`src/rtl/alu_seq_pkg.sv`:
```
// rtl/alu_seq_pkg.sv - shared encodings for the ALU issue sequencer
package alu_seq_pkg;

  typedef enum logic [2:0] {
    OP_AND = 3'd0,
    OP_ORR = 3'd1,
    OP_EOR = 3'd2,
    OP_ADD = 3'd3,
    OP_SUB = 3'd4,
    OP_LSL = 3'd5,
    OP_LSR = 3'd6,
    OP_RSV = 3'd7
  } op_e;

  typedef enum logic [1:0] {
    ST_IDLE = 2'd0,
    ST_P1   = 2'd1,
    ST_P2   = 2'd2,
    ST_OUT  = 2'd3
  } state_e;

  typedef enum logic [1:0] {
    AOP_AND = 2'd0,
    AOP_ORR = 2'd1,
    AOP_ADD = 2'd2,
    AOP_EOR = 2'd3
  } aop_e;

  localparam int ALUOP_INVA  = 5;
  localparam int ALUOP_INVB  = 4;
  localparam int ALUOP_SHIFT = 3;
  localparam int ALUOP_SHDIR = 2;

  function automatic logic [5:0] mk_aluop(input logic inva, input logic invb,
                                          input logic shift, input logic left,
                                          input aop_e op);
    logic [5:0] r;
    r = '0;
    r[ALUOP_INVA]  = inva;
    r[ALUOP_INVB]  = invb;
    r[ALUOP_SHIFT] = shift;
    r[ALUOP_SHDIR] = left;
    r[1:0]         = op;
    return r;
  endfunction

  function automatic aop_e aop_of(input op_e op);
    case (op)
      OP_ORR:  return AOP_ORR;
      OP_EOR:  return AOP_EOR;
      OP_ADD:  return AOP_ADD;
      default: return AOP_AND;
    endcase
  endfunction

endpackage

```
`src/rtl/alu_seq_if.sv`:
```
// rtl/alu_seq_if.sv - operation request and result handshake bundle
interface alu_seq_if #(
  parameter int WORDSIZE  = 64,
  parameter int SHAMTSIZE = 6
);
  logic                 in_valid;
  logic                 in_ready;
  logic [2:0]           in_op;
  logic [WORDSIZE-1:0]  in_a;
  logic [WORDSIZE-1:0]  in_b;
  logic [SHAMTSIZE-1:0] in_shamt;
  logic                 in_setflags;
  logic                 out_valid;
  logic                 out_ready;
  logic [WORDSIZE-1:0]  out_res;

  modport master (
    output in_valid, in_op, in_a, in_b, in_shamt, in_setflags, out_ready,
    input  in_ready, out_valid, out_res
  );

  modport slave (
    input  in_valid, in_op, in_a, in_b, in_shamt, in_setflags, out_ready,
    output in_ready, out_valid, out_res
  );
endinterface

```
`src/rtl/alu_seq_cond_eval.sv`:
```
// rtl/alu_seq_cond_eval.sv - LEGv8 B.cond evaluation against NZVC
// Instantiated by alu_seq only when ALU_SEQ_COND_EN is defined.
module alu_seq_cond_eval (
  input  logic [3:0] cond,
  input  logic [3:0] nzvc,
  output logic       cond_true
);
  logic n, z, v, c, base;

  assign {n, z, v, c} = nzvc;

  // Odd codes are the negation of the even code below them, except 15 (always).
  always_comb begin
    base = 1'b1;
    case (cond[3:1])
      3'd0:    base = z;
      3'd1:    base = c;
      3'd2:    base = n;
      3'd3:    base = v;
      3'd4:    base = c & ~z;
      3'd5:    base = (n == v);
      3'd6:    base = ~z & (n == v);
      default: base = 1'b1;
    endcase
    cond_true = (cond[0] && (cond[3:1] != 3'd7)) ? ~base : base;
  end
endmodule

```
`src/rtl/alu_seq.sv`:
```
// rtl/alu_seq.sv - ALU issue sequencer: handshake, one/two ALU passes, NZVC register
// Condition evaluator is built only with ALU_SEQ_COND_EN defined.
module alu_seq
  import alu_seq_pkg::*;
#(
  parameter int WORDSIZE  = 64,
  parameter int SHAMTSIZE = 6
) (
  input  logic                 clk,
  input  logic                 rst,
  alu_seq_if.slave             bus,
  output logic [WORDSIZE-1:0]  alu_a,
  output logic [WORDSIZE-1:0]  alu_b,
  output logic [SHAMTSIZE-1:0] alu_shamt,
  output logic [5:0]           alu_aluop,
  input  logic [WORDSIZE-1:0]  alu_res,
  input  logic [3:0]           alu_flags,
  output logic [3:0]           nzvc,
  input  logic [3:0]           cond,
  output logic                 cond_true
);
  state_e               state_q, state_d;
  op_e                  op_q, op_d;
  logic [WORDSIZE-1:0]  a_q, a_d, b_q, b_d, t_q, t_d, res_q, res_d;
  logic [SHAMTSIZE-1:0] shamt_q, shamt_d;
  logic                 setf_q, setf_d, c1_q, c1_d;
  logic [3:0]           nzvc_q, nzvc_d;
  logic                 res_msb, res_zero, sub_v;

  assign res_msb  = alu_res[WORDSIZE-1];
  assign res_zero = (alu_res == '0);
  // Signed overflow of a - b: operand signs differ and result sign differs from a.
  assign sub_v    = (a_q[WORDSIZE-1] != b_q[WORDSIZE-1]) && (res_msb != a_q[WORDSIZE-1]);

  assign bus.in_ready  = (state_q == ST_IDLE) && !rst;
  assign bus.out_valid = (state_q == ST_OUT);
  assign bus.out_res   = res_q;
  assign nzvc          = nzvc_q;

  always_comb begin
    state_d   = state_q;
    op_d      = op_q;
    a_d       = a_q;
    b_d       = b_q;
    shamt_d   = shamt_q;
    setf_d    = setf_q;
    t_d       = t_q;
    c1_d      = c1_q;
    res_d     = res_q;
    nzvc_d    = nzvc_q;
    alu_a     = '0;
    alu_b     = '0;
    alu_shamt = '0;
    alu_aluop = '0;
    case (state_q)
      ST_IDLE: begin
        if (bus.in_valid && bus.in_ready) begin
          op_d    = op_e'(bus.in_op);
          a_d     = bus.in_a;
          b_d     = bus.in_b;
          shamt_d = bus.in_shamt;
          setf_d  = bus.in_setflags;
          state_d = ST_P1;
        end
      end
      ST_P1: begin
        case (op_q)
          OP_SUB: begin
            // First pass t = ~a + b; its carry-out is the inverse of the borrow-free flag.
            alu_a     = a_q;
            alu_b     = b_q;
            alu_aluop = mk_aluop(1'b1, 1'b0, 1'b0, 1'b0, AOP_ADD);
            t_d       = alu_res;
            c1_d      = alu_flags[0];
            state_d   = ST_P2;
          end
          OP_LSL, OP_LSR: begin
            alu_a     = a_q;
            alu_shamt = shamt_q;
            alu_aluop = mk_aluop(1'b0, 1'b0, 1'b1, op_q == OP_LSL, AOP_ORR);
            res_d     = alu_res;
            state_d   = ST_OUT;
          end
          OP_RSV: begin
            alu_aluop = mk_aluop(1'b0, 1'b0, 1'b0, 1'b0, AOP_AND);
            res_d     = alu_res;
            state_d   = ST_OUT;
          end
          default: begin
            alu_a     = a_q;
            alu_b     = b_q;
            alu_aluop = mk_aluop(1'b0, 1'b0, 1'b0, 1'b0, aop_of(op_q));
            res_d     = alu_res;
            state_d   = ST_OUT;
            if (setf_q) begin
              nzvc_d = (op_q == OP_ADD) ? alu_flags : {res_msb, res_zero, 2'b00};
            end
          end
        endcase
      end
      ST_P2: begin
        // ~t & ~t = ~(~a + b) = a - b.
        alu_a     = t_q;
        alu_b     = t_q;
        alu_aluop = mk_aluop(1'b1, 1'b1, 1'b0, 1'b0, AOP_AND);
        res_d     = alu_res;
        state_d   = ST_OUT;
        if (setf_q) begin
          nzvc_d = {res_msb, res_zero, sub_v, ~c1_q};
        end
      end
      ST_OUT: begin
        if (bus.out_ready) begin
          state_d = ST_IDLE;
        end
      end
      default: state_d = ST_IDLE;
    endcase
  end

  always_ff @(posedge clk) begin
    if (rst) begin
      state_q <= ST_IDLE;
      op_q    <= OP_AND;
      a_q     <= '0;
      b_q     <= '0;
      shamt_q <= '0;
      setf_q  <= 1'b0;
      t_q     <= '0;
      c1_q    <= 1'b0;
      res_q   <= '0;
      nzvc_q  <= '0;
    end else begin
      state_q <= state_d;
      op_q    <= op_d;
      a_q     <= a_d;
      b_q     <= b_d;
      shamt_q <= shamt_d;
      setf_q  <= setf_d;
      t_q     <= t_d;
      c1_q    <= c1_d;
      res_q   <= res_d;
      nzvc_q  <= nzvc_d;
    end
  end

`ifdef ALU_SEQ_COND_EN
  alu_seq_cond_eval u_cond_eval (
    .cond      (cond),
    .nzvc      (nzvc_q),
    .cond_true (cond_true)
  );
`else
  logic unused_cond;
  assign unused_cond = ^cond;
  assign cond_true   = 1'b0;
`endif
endmodule

```
`src/flat_wrapper.sv`:
```
// flat-port wrapper written by rule: the top's interface ports become plain ports
module alu_seq_flat import alu_seq_pkg::*;
#(
  parameter int WORDSIZE  = 64,
  parameter int SHAMTSIZE = 6
)
  (clk, rst, alu_a, alu_b, alu_shamt, alu_aluop, alu_res, alu_flags, nzvc, cond, cond_true, bus_in_valid, bus_in_op, bus_in_a, bus_in_b, bus_in_shamt, bus_in_setflags, bus_out_ready, bus_in_ready, bus_out_valid, bus_out_res);
  alu_seq_if #(.WORDSIZE(WORDSIZE), .SHAMTSIZE(SHAMTSIZE)) bus_i ();
  input  logic clk;
  input  logic rst;
  output logic [WORDSIZE-1:0] alu_a;
  output logic [WORDSIZE-1:0] alu_b;
  output logic [SHAMTSIZE-1:0] alu_shamt;
  output logic [5:0] alu_aluop;
  input  logic [WORDSIZE-1:0] alu_res;
  input  logic [3:0] alu_flags;
  output logic [3:0] nzvc;
  input  logic [3:0] cond;
  output logic cond_true;
  input wire logic [$bits(bus_i.in_valid)-1:0] bus_in_valid;
  input wire logic [$bits(bus_i.in_op)-1:0] bus_in_op;
  input wire logic [$bits(bus_i.in_a)-1:0] bus_in_a;
  input wire logic [$bits(bus_i.in_b)-1:0] bus_in_b;
  input wire logic [$bits(bus_i.in_shamt)-1:0] bus_in_shamt;
  input wire logic [$bits(bus_i.in_setflags)-1:0] bus_in_setflags;
  input wire logic [$bits(bus_i.out_ready)-1:0] bus_out_ready;
  output wire logic [$bits(bus_i.in_ready)-1:0] bus_in_ready;
  output wire logic [$bits(bus_i.out_valid)-1:0] bus_out_valid;
  output wire logic [$bits(bus_i.out_res)-1:0] bus_out_res;
  assign bus_i.in_valid = bus_in_valid;
  assign bus_i.in_op = bus_in_op;
  assign bus_i.in_a = bus_in_a;
  assign bus_i.in_b = bus_in_b;
  assign bus_i.in_shamt = bus_in_shamt;
  assign bus_i.in_setflags = bus_in_setflags;
  assign bus_i.out_ready = bus_out_ready;
  assign bus_in_ready = bus_i.in_ready;
  assign bus_out_valid = bus_i.out_valid;
  assign bus_out_res = bus_i.out_res;
  alu_seq #(.WORDSIZE(WORDSIZE), .SHAMTSIZE(SHAMTSIZE)) u_core (.clk(clk), .rst(rst), .bus(bus_i), .alu_a(alu_a), .alu_b(alu_b), .alu_shamt(alu_shamt), .alu_aluop(alu_aluop), .alu_res(alu_res), .alu_flags(alu_flags), .nzvc(nzvc), .cond(cond), .cond_true(cond_true));
endmodule
```
`config.mk`:
```
export PLATFORM = sky130hd
export DESIGN_NAME = alu_seq_flat
export DESIGN_NICKNAME = d
export VERILOG_FILES = /design/src/rtl/alu_seq_pkg.sv /design/src/rtl/alu_seq_if.sv /design/src/rtl/alu_seq_cond_eval.sv /design/src/rtl/alu_seq.sv /design/src/flat_wrapper.sv
export SDC_FILE = /design/constraint.sdc
export NUM_CORES = 1
export LEC_CHECK = 0
export ABC_AREA = 1
export CAP_MARGIN = 20
export CORE_ASPECT_RATIO = 0.75
export CORE_UTILIZATION = 30
export CTS_BUF_LIST = sky130_fd_sc_hd__clkbuf_8
export DETAILED_ROUTE_END_ITERATION = 8
export DONT_BUFFER_PORTS = 1
export PLACE_DENSITY = 0.42
export SLEW_MARGIN = 15
export SYNTH_ARGS = -nofsm -noshare
export SYNTH_HDL_FRONTEND = slang
export SYNTH_SLANG_ARGS = --single-unit
```
`constraint.sdc`:
```
create_clock -name clk -period 2.8 [get_ports clk]
set_input_delay 0.56 -clock clk [delete_from_list [all_inputs] [get_ports clk]]
set_output_delay 0.56 -clock clk [all_outputs]
set_load 0.005 [all_outputs]
```
==> results of run 1 <==
==> cells in the mapped netlist, types with 2 or more instances <==
cell type  number  area share (%)
dfxtp_1       273              47
buf_6           7            0.68
o21ai_1        18            0.77
inv_1          24            0.77
o21ai_0       132             5.7
ha_1            9            0.97
o22ai_1         2            0.11
nand3_1       134             5.8
buf_2          36             1.5
a21oi_1       118             5.1
nand2_2        30             1.6
buf_1          14            0.45
a21oi_2        30             2.3
nand2_1       448              14
inv_2           3           0.097
buf_4           8            0.52
clkbuf_1       56             1.8
nor2_1        313              10
==> repair_timing <==
action                                 in CTS  in global routing
setup endpoints to repair                 124                129
hold buffers                                1                  0
pin swaps                                   2                  4
gates cloned                                2                  3
buffers inserted                            1                  2
gates resized for setup                    75                 23
endpoints found under the hold margin       1                  0
==> power by group <==
group          switching (mW)  internal, mW
clock                    1.70          2.06
combinational            3.29          1.45
sequential              0.588          4.75
==> through the flow <==
step	worst slack (ps)	hold slack, ps	util, %	setup TNS, ps
global placement	398.4	446.5	31.81	0
CTS	-73.94	33.78	35.29	-1521
floorplan	588.2	429.5	-	0
finish	69.62	88.17	35.80	0
detailed placement	391.8	450.3	31.81	0
global route	-59.69	39.42	35.80	-450.1
==> sequential cells by signal, summed over array words and instances, names as in the netlist <==
signal              count
u_core.bus.out_res     64
u_core.a_q             64
u_core.shamt_q          6
u_core.t_q             64
u_core.state_q          2
u_core.b_q             64
u_core.op_q             3
u_core.nzvc             4
u_core.setf_q           1
u_core.c1_q             1
==> worst max-delay path, cell delays in order, from the launching register on <==
cell and delay, ps:
dfxtp_2 350, inv_2 50, ha_1 190, nand2_2 80, nand2_2 90, nor3_4 160
buf_12 200, buf_16 210, nand2_2 90, a21oi_4 140
==> kinds of logic after synthesis <==
logic type	Yosys count	synth area share (%)
AOI/OAI and AO/OA	301	13.94
adders and majority gates	9	0.9668
buffers and inverters	149	5.898
DFF	273	46.92
other	1	0.03220
and+or+nand+nor	929	32.24
==> worst max path at each step <==
stage | slack [ps] | end
after global routing | -60 | alu_b[7]
after detailed placement | 390 | alu_b[4]
after floorplan | 590 | alu_b[33]
final | 70 | alu_b[60]
after CTS | -70 | alu_b[39]
after global placement | 400 | alu_b[39]
==> routing by layer <==
metal	GRT usage, %	wire [um]
met2	32.34	19320
met5	0	0
met3	6.299	3625
met4	7.694	1268
met1	29.72	20840
==> layout make-up <==
cell class	count	area (um^2)	share of cell area (%)
diodes	2	5.005	0.03655
clock buffers	59	812.0	5.931
clock inverters	20	130.1	0.9504
inverters	28	125.1	0.9138
multi-input cells	1240	5879	42.94
flip-flops and latches	273	5470	39.95
well taps	512	640.6	4.679
repair buffers	40	629.4	4.597
==> flow_summary.ini, run 1 <==
[outcome]
status = finished, final reports clean

[critical_path]
start_kind = flop
reg2reg_slack_ps = 520
arrival_ps = 2170
rr_worst_depth = 9
cp-end-kind = output pin
r2r-end = u_core.a_q[17]
worstPathRequired_ps = 2240
cp_max_fo = 18
startpoint = u_core.op_q[1]
worstSetupPathType = flop to output pin
timing.rr.start = u_core.state_q[0]

[global_route]
antenna_found_initial = 2
grt_max_degree = 99
grt_overflow = 0
grt_usage_pct = 21.72
grt_pass1_wl_um = 66560
grt_pass1_vias = 10460

[worst_hold_path]
hold_path_depth = 2
holdCritStartpoint = bus_in_a[3]
min_to = u_core.a_q[3]
min_path_type = input port to flop

[route]
vias = 10900
wire_per_inst_um = 20.72
wirelength_um = 45050
antenna_left = 0
dr.pass1.iters = 5
vias_per_cell = 5.012
drt_iter0_markers = 765
drc = 0

[synth]
ys.flop_type = dfxtp_1
synth_cell_types = 25
yosys_warnings = 0
synth_nets = 1885
ys_seq_elements = 273
netlist_area_mm2 = 0.01165
synth.avg_cell_area_um2 = 7.008
ys_seq_area_share_pct = 46.92
synth_edf_count = 0
synthCells = 1662
synth_async_sr_flop_share_pct = 0

[die]
die_w_um = 229.5
die_area_mm2 = 0.03962
die_h_um = 172.6
start_util_pct = 30.46
rows = 62
core_area_mm2 = 0.03824
io_pins = 425

[power]
p_total_mw = 13.83
ir_worst_vdd_v = 0.0005192
power.density_mw_per_mm2 = 1010
p_leak_nw = 5.458

[timing]
finalCritPeriodShare_pct = 97.51
worst_pin_slew_ps = 712.1
slew_violations = 0
finalSetupViolations = 0
worst_slew_margin_rel_pct = 52.53
grt_setup_unrepaired = true
hold_viol = 0
period_needed_ps = 2730
max_freq_mhz = 366.3
clock_skew_ps = 18.89

[finish]
fin_cells = 2174
final_net_count = 1854
drive_gt1_share_pct = 14.88
syn2layout_area_growth_pct = 17.55
design_area_mm2 = 0.01369
final_cell_mix = nand2_1 (443), nor2_1 (313), dfxtp_1 (269)
fillers = 4167
final_common_cell = nand2_1

[placed_design]
io_buffers = 0
dp_hpwl_um = 30350
place_congestion = 0.8156
dp.cells = 2084
place_area_mm2 = 0.01217

[cts]
root_buffer = clkbuf_8
clock_latency_ps = 580
clkTransAtPathRegs_ps = 60
cts_tree = done
cts_buffers = 48
clock-sinks = 273
clockBufferDepth = 3
htree_levels = 2

[job]
cap_violations = 0
Note: power is estimated with default switching activity, not from simulation.
==> run 2, diff against run 1 <==
Settings changed: SETUP_SLACK_MARGIN from default to 0.2.
==> run 2 against run 1 <==
Via count up 1.7%. Critical path type unchanged. Clock-buffer cell count unchanged. Sequential power up 2%. Combinational power up 34%.
==> flow_summary.ini, run 2 (same netlist as run 1, synthesis figures left out) <==
[timing]
period_needed_ps = 2733
hold_viol = 0
max_freq_mhz = 365.8
worst_pin_slew_ps = 720.2
grt_setup_unrepaired = true
fin_ws_ps = 66.58
slew_violations = 0
finalSetupViolations = 0
clock_skew_ps = 21.91
finalCritPeriodShare_pct = 97.62
fin_hold_ws_ps = 83.54
worst_slew_margin_rel_pct = 51.99

[critical_path]
start_kind = flop
cp-end-kind = output pin
arrival_ps = 2170
worstPathRequired_ps = 2240
cp_max_fo = 7
worstSetupPathType = flop to output pin

[power]
p_leak_nw = 6.378
power.density_mw_per_mm2 = 1024
ir_worst_vdd_v = 0.0006452
clkPwrFrac_pct = 24.2
p_int_mw = 9.058
swShare_pct = 41.81
combPwrFrac_pct = 40.9
p_seq_share_pct = 34.8
power_switching_mw = 6.509

[global_route]
grt_max_degree = 99
grt_overflow = 0
grt_usage_pct = 23.03
grt_pass1_vias = 10710
grt_pass1_wl_um = 69550
antenna_found_initial = 1

[cts]
htree_levels = 2
cts_buffers = 48
clockBufferDepth = 3
cts_tree = done
clock-sinks = 273
root_buffer = clkbuf_8
clock_latency_ps = 580
clkTransAtPathRegs_ps = 60

[finish]
final_core_utilization_pct = 39.74
drive_gt1_share_pct = 23.27
syn2layout_area_growth_pct = 30.50
design_area_mm2 = 0.01520
final_common_cell = nand2_1
final_cell_mix = nand2_1 (369), nor2_1 (313), dfxtp_1 (269)
final_net_count = 1883

[placed_design]
io_buffers = 0
dp_hpwl_um = 30350
place_congestion = 0.8156
place_worst_setup_slack_ps = 391.8
place_area_mm2 = 0.01217

[die]
die_h_um = 172.6
rows = 62
start_util_pct = 30.46
die_w_um = 229.5
die_area_mm2 = 0.03962
core_area_mm2 = 0.03824
io_pins = 425

[route]
wire_per_inst_um = 21.85
vias = 11090
dr.pass1.iters = 5
drt_iter0_markers = 685
drc = 0
vias_per_cell = 5.035
wirelength_um = 48110
antenna_left = 0

[job]
cap_violations = 0

[worst_hold_path]
min_path_type = input port to flop

[outcome]
status = finished, final reports clean
## run 2: metrics by stage
| stage | std cells | TNS, ps | total power [mW] |
|---|---|---|---|
| 6_report | 2202 | 0 | 15.57 |
| 5_1_grt | 2202 | -168.0 | 16.51 |
| 4_1_cts | 2189 | -466.7 | 14.89 |
| 3_5_place_dp | 2084 | 0 | 9.565 |
| 3_3_place_gp | 2084 | 0 | 9.483 |
| 2_1_floorplan | 1662 | 0 | 8.120 |
## run 2: path summary, 6_finish.rpt
kind                                         from                end  slack, ps  cells after the start
worst min-delay path                  bus_in_b[1]      u_core.b_q[1]         80                      2
worst min register to register  u_core.shamt_q[0]  u_core.shamt_q[0]        450                      2
worst max register to register  u_core.state_q[0]     u_core.a_q[17]        620                      9
worst max-delay path               u_core.op_q[0]          alu_b[28]         70                     10
## run 2: worst max-delay path: stages (launching register included)
cell and delay [ps]:
dfxtp_4 400, inv_4 50, ha_4 160, nand2_4 70, nand2_4 60, nor3_4 140, buf_12 190, buf_12 140
clkbuf_16 170, nand2_4 60, a21oi_4 150
## run 2: power by group through the flow
stage	Clock [mW]	Combinational [mW]	Sequential (mW)
floorplan	0	2.90	5.22
global placement	0	4.09	5.39
detailed placement	0	4.15	5.41
CTS	3.87	5.66	5.37
global route	4.05	6.95	5.51
finish	3.77	6.37	5.42
## run 2: final cells by class
type	instances	area [um^2]
flip-flops and latches	273	5480
fillers	4059	23040
repair buffers	69	1204
clock buffers	59	812.0
diodes	1	2.502
multi-input cells	1240	6782
clock inverters	20	130.1
inverters	28	148.9
well taps	512	640.6
## run 2: per-layer routing
metal	GRT usage (%)	part of all wire (%)	vias up
li1	-	-	5352
met1	31.68	46	5272
met2	34.93	44	382
met3	6.168	7.5	81
met4	7.139	2.7	0
met5	0	0	-
## run 2: repair_timing
action                                 4_1_cts  5_1_grt
setup buffers                               13        7
gates cloned                                12        5
endpoints found under the hold margin        1        0
setup endpoints to repair                  130      130
hold buffers                                 1        0
resized for setup                          197      138
pin swaps                                   27       70
